File: src/rtl/ram16x8_loader_if.sv
// Byte-stream load port plus combinational read port of the 16x8 loader RAM.
// The master drives the stream and the read address; the slave is the loader.
interface ram16x8_loader_if #(
    parameter int ADDR_W = 4,
    parameter int DATA_W = 8
);
    logic              start;
    logic [ADDR_W-1:0] base_addr;
    logic              in_valid;
    logic [DATA_W-1:0] in_data;
    logic              in_last;
    logic              in_ready;
    logic [ADDR_W-1:0] addr;
    logic [DATA_W-1:0] data_out;
    logic              busy;
    logic              done;
    logic [ADDR_W:0]   wr_count;

    modport master (
        output start, base_addr, in_valid, in_data, in_last, addr,
        input  in_ready, data_out, busy, done, wr_count
    );

    modport slave (
        input  start, base_addr, in_valid, in_data, in_last, addr,
        output in_ready, data_out, busy, done, wr_count
    );
endinterface

File: src/rtl/ram16x8_loader.sv
// Register-file RAM loaded from a valid/ready byte stream at auto-incrementing
// addresses, with a combinational addr -> data_out read port.
module ram16x8_loader #(
    parameter int ADDR_W = 4,
    parameter int DATA_W = 8
) (
    input  logic               clk,
    input  logic               rst,
    ram16x8_loader_if.slave    bus
);
    localparam int DEPTH = 2 ** ADDR_W;
    localparam logic [ADDR_W:0] CNT_MAX  = (ADDR_W + 1)'(DEPTH);
    localparam logic [ADDR_W:0] LAST_CNT = (ADDR_W + 1)'(DEPTH - 1);

    localparam logic [1:0] S_IDLE = 2'd0;
    localparam logic [1:0] S_LOAD = 2'd1;
    localparam logic [1:0] S_DONE = 2'd2;

    logic [1:0]        state;
    logic [ADDR_W-1:0] wr_ptr;
    logic [ADDR_W:0]   wr_count;
    logic [DATA_W-1:0] mem [DEPTH];
    logic              accept;

    function automatic logic [ADDR_W:0] sat_inc(input logic [ADDR_W:0] c);
        return (c == CNT_MAX) ? c : c + (ADDR_W + 1)'(1);
    endfunction

    assign accept = bus.in_valid && (state == S_LOAD);

    // The DEPTH-th accepted byte closes the session whether or not in_last is set.
    always_ff @(posedge clk) begin
        if (rst) begin
            state    <= S_IDLE;
            wr_ptr   <= '0;
            wr_count <= '0;
        end else begin
            case (state)
                S_IDLE: begin
                    if (bus.start) begin
                        wr_ptr   <= bus.base_addr;
                        wr_count <= '0;
                        state    <= S_LOAD;
                    end
                end
                S_LOAD: begin
                    if (accept) begin
                        wr_ptr   <= wr_ptr + ADDR_W'(1);
                        wr_count <= sat_inc(wr_count);
                        if (bus.in_last || wr_count == LAST_CNT)
                            state <= S_DONE;
                    end
                end
                S_DONE:  state <= S_IDLE;
                default: state <= S_IDLE;
            endcase
        end
    end

    always_ff @(posedge clk) begin
        for (int i = 0; i < DEPTH; i++) begin
            if (rst)
                mem[i] <= '0;
            else if (accept && wr_ptr == ADDR_W'(i))
                mem[i] <= bus.in_data;
        end
    end

    assign bus.in_ready = (state == S_LOAD);
    assign bus.busy     = (state == S_LOAD);
    assign bus.done     = (state == S_DONE);
    assign bus.wr_count = wr_count;
    assign bus.data_out = mem[bus.addr];
endmodule

File: src/flat_wrapper.sv
// flat-port wrapper written by rule: the top's interface ports become plain ports
module ram16x8_loader_flat 
#(
    parameter int ADDR_W = 4,
    parameter int DATA_W = 8
)
  (clk, rst, bus_start, bus_base_addr, bus_in_valid, bus_in_data, bus_in_last, bus_addr, bus_in_ready, bus_data_out, bus_busy, bus_done, bus_wr_count);
  ram16x8_loader_if #(.ADDR_W(ADDR_W), .DATA_W(DATA_W)) bus_i ();
  input  logic clk;
  input  logic rst;
  input wire logic [$bits(bus_i.start)-1:0] bus_start;
  input wire logic [$bits(bus_i.base_addr)-1:0] bus_base_addr;
  input wire logic [$bits(bus_i.in_valid)-1:0] bus_in_valid;
  input wire logic [$bits(bus_i.in_data)-1:0] bus_in_data;
  input wire logic [$bits(bus_i.in_last)-1:0] bus_in_last;
  input wire logic [$bits(bus_i.addr)-1:0] bus_addr;
  output wire logic [$bits(bus_i.in_ready)-1:0] bus_in_ready;
  output wire logic [$bits(bus_i.data_out)-1:0] bus_data_out;
  output wire logic [$bits(bus_i.busy)-1:0] bus_busy;
  output wire logic [$bits(bus_i.done)-1:0] bus_done;
  output wire logic [$bits(bus_i.wr_count)-1:0] bus_wr_count;
  assign bus_i.start = bus_start;
  assign bus_i.base_addr = bus_base_addr;
  assign bus_i.in_valid = bus_in_valid;
  assign bus_i.in_data = bus_in_data;
  assign bus_i.in_last = bus_in_last;
  assign bus_i.addr = bus_addr;
  assign bus_in_ready = bus_i.in_ready;
  assign bus_data_out = bus_i.data_out;
  assign bus_busy = bus_i.busy;
  assign bus_done = bus_i.done;
  assign bus_wr_count = bus_i.wr_count;
  ram16x8_loader #(.ADDR_W(ADDR_W), .DATA_W(DATA_W)) u_core (.clk(clk), .rst(rst), .bus(bus_i));
endmodule
File: config.mk
export PLATFORM = sky130hd
export DESIGN_NAME = ram16x8_loader_flat
export DESIGN_NICKNAME = d
export VERILOG_FILES = /design/src/rtl/ram16x8_loader_if.sv /design/src/rtl/ram16x8_loader.sv /design/src/flat_wrapper.sv
export SDC_FILE = /design/constraint.sdc
export NUM_CORES = 1
export LEC_CHECK = 0
export ABC_AREA = 1
export ABC_CLOCK_PERIOD_IN_PS = 4400
export BUFFER_PORTS_ARGS = -buffer_cell sky130_fd_sc_hd__buf_2
export CORE_MARGIN = 5
export CORE_UTILIZATION = 40
export CTS_CLUSTER_DIAMETER = 100
export CTS_CLUSTER_SIZE = 14
export DETAILED_ROUTE_END_ITERATION = 10
export REMOVE_ABC_BUFFERS = 1
export SYNTH_ARGS = -nofsm -noshare
export SYNTH_HDL_FRONTEND = slang
export SYNTH_SLANG_ARGS = --single-unit
File: constraint.sdc
create_clock -name clk -period 4.4 [get_ports clk]
set_clock_uncertainty 0.05 [all_clocks]
set_input_delay 0.44 -clock clk [delete_from_list [all_inputs] [get_ports clk]]
set_output_delay 0.44 -clock clk [all_outputs]
set_load 0.02 [all_outputs]
==> metrics.md <==
| Metric | Value |
|---|---|
| Status | `finished clean` |
| Fin nets | `886` |
| Post-synth top cells | `nand2_1, nor2_1, inv_1, edfxtp_1, nand3_1` |
| CTS HTree Levels | `4` |
| Yosys warns | `0` |
| IO Pins | `37` |
| Power Density | `387 nW/um^2` |
| Routed len/inst | `16.2 um` |
| Worst-path fanout max | `55` |
| Final worst slack | `around 1.7 ns` |
| Crit. End Element | `primary output` |
| Final setup violation count | `0` |
| CP cell instances | `buf_2 -> inv_2 -> buf_4 -> nand2_1 -> nand3_1 -> nand3_1 -> nand3_1 -> nand2_1 -> buf_2` |
| Final GP Congestion | `between 0.8 and 0.9` |
| Slowest CP cell | `inv_2` |
| Fraction of layout cells with a size suffix above 1 | `0.115` |
| Fin util | `0.454` |
| Top delay family on crit path | `buffers and inverters` |
| Area Overhead vs Synth | `12.5%` |
| Post-Syn Instances | `830` |
| Met1 Use GR | `0.263` |
| Worst Setup Start Kind | `input pin` |
| DRC errors left | `0` |
| Vias in the first global route | `5177` |
| Simple-Gate Fraction of Synth Area | `0.312` |
| # rows | `49` |
| Setup TNS | `0 ns` |
| Asr flop ratio synth | `0` |
| Diode count | `0` |
| Die Ht | `roughly 140 um` |
| Ys flop type | `edfxtp_1` |
| Area contributors post-synth | `edfxtp_1, nand2_1, nor2_1, nand3_1, inv_1` |
| Vias post-DR | `about 5400` |
| Final WL | `17800 um` |
| Worst IR drop on VDD | `roughly 0.00028 V` |
| Crit path time final | `2.72 ns` |
| DP Cell Count | `1068` |
| Final cycle utilization of the critical path | `0.618` |
| Post-Synth Adder-Cell Area | `0.0122` |
| GRT met3 Usage | `0.0387` |
| Post-synth EDFFs | `128` |
| Netlist cell types | `21` |
| Insertion delay to the later sink of the worst-skew pair | `0.43 ns` |
| CTS resizes | `0` |
| Fill count | `about 1700` |
| GR Util met2 | `0.272` |
| #FFs+latches synth | `139` |
| Cts hold-fix bufs | `0` |
| Crit path required time | `approximately 4 ns` |
| CTS tree | `yes` |
| Final Hold Viols | `0` |
| Max-slew violations | `0` |
| CP bufs+invs | `4` |
| Post-route design area | `a little over 8000 um^2` |
| DIE AREA | `20800 um^2` |
| Crit path DAT | `2.23 ns` |
| Pre-antenna DRT Iters | `5` |
| Setup WS pre-CTS | `1.69 ns` |
| Initial antenna violation count | `0` |
| Finished Layout Cells | `1100` |
| Num Clock Sinks | `roughly 140` |
| Most frequent CP cell | `nand3_1` |
| Via density | `about 4.9` |
| First-pass GRT wire length | `between 20000 and 30000 um` |
| GRT overflow | `0` |
| Clk pin slew, worst setup/hold paths | `approximately 0.06 ns` |
| Synth Area in Compound Gates | `0.0160` |
| I/O Buffers | `36` |
| Largest stage delay, worst path | `0.71 ns` |
| Worst hold slack | `0.182 ns` |
| Worst-margin pin slew | `1.17 ns` |
| Layer with the highest usage | `met2` |
| Syn avg cell area | `8.68 um^2` |
| Die width | `144 um` |
| Initial core utilization | `0.404` |
| Area of the mapped netlist | `7210 um^2` |
| Area after DPL | `around 7600 um^2` |
| Largest family of logic cells by synthesized area | `simple AND/OR/NAND/NOR gates` |
| Fmax | `368 MHz` |
| Area leader, netlist | `edfxtp_1` |
| Multiplexer share of the synthesized area | `0` |
| TritonCTS buffer count | `17` |
| Top cell type's share of synthesized area | `0.533` |
| Largest net degree at the start of global routing | `65` |
| Max clock buf depth | `2` |
| Core Region | `17800 um^2` |
| Leak | `between 3 and 4 nW` |
| RSZ-0062 raised after global routing | `false` |
| Root Driver | `clkbuf_16` |
| 1st-iter DRT viols | `roughly 420` |
| MaxCap Viol Count | `0` |
| Most frequent cell after synthesis | `nand2_1` |
| Post-synthesis xor/xnor area fraction | `0` |
| Crit Path Class | `input pin to primary output` |
| Antenna viol nets, final | `0` |
| HPWL after detailed placement | `11300 um` |
| Worst hold path type | `input pin to flop` |
| GR Util All Layers | `0.182` |
| Setup Buffers After CTS | `0` |
| Total power | `between 3 and 4 mW` |
| Headroom to the max-slew limit | `0.210` |
| Sequential share of the synthesized area | `0.564` |
[worst paths after layout]
check | cells after the start | to | start | slack (ns)
hold reg to reg | 2 | u_core.bus.wr_count[4] | u_core.bus.wr_count[4] | 0.48
hold / removal | 2 | u_core.bus.wr_count[2] | rst | 0.18
setup / recovery | 9 | bus_data_out[6] | bus_addr[0] | 1.68
setup reg to reg | 4 | u_core.mem[7][1] | u_core.wr_ptr[2] | 1.99
[logic make-up (layout without fill, tap and decap cells)]
kind of cell | after synthesis | after routing
AND/OR/NAND/NOR | 485 | 485
buffers and inverters | 176 | 217
adder cells (fa/ha/maj) | 7 | 7
flip-flops | 139 | 139
AO/OA/AOI/OAI | 23 | 23
[area by class of cell]
class                   count  area (um^2)  area share
repair buffers             47          263      0.0324
inverters                 138          518      0.0639
multi-input cells         515         2450       0.303
well taps                 229          287      0.0353
clock buffers              22          444      0.0548
clock inverters            10         76.3     0.00942
flip-flops and latches    139         4060       0.501
[where the power goes]
group | internal (mW) | switching, mW
registers | 1.49 | 0.0254
logic | 0.0849 | 0.241
clock network | 0.764 | 0.527
total | 2.34 | 0.793
[state kept, by name, summed over array words and instances, names as in the netlist]
| name | cells |
|---|---|
| u_core.bus.wr_count | 5 |
| u_core.mem | 128 |
| u_core.state | 2 |
| u_core.wr_ptr | 4 |
[metal layers]
metal / wire length (um) / share of wire
met1: 8400 / 0.47
met2: 7990 / 0.45
met3: 1090 / 0.061
met4: 355 / 0.020
met5: 0 / 0
[placed cells by master, fill, tap and decap left out, drive strengths merged]
master and count:
ha 7, inv 136, nand2 208, nand3 124, bufinv 1, nand4 2
o21ai 19, clkinv 9, dfxtp 11, a21oi 4, nor2 151, clkbuf 22
buf 47, edfxtp 128, clkinvlp 2
Power figures use the tool's default switching activity.
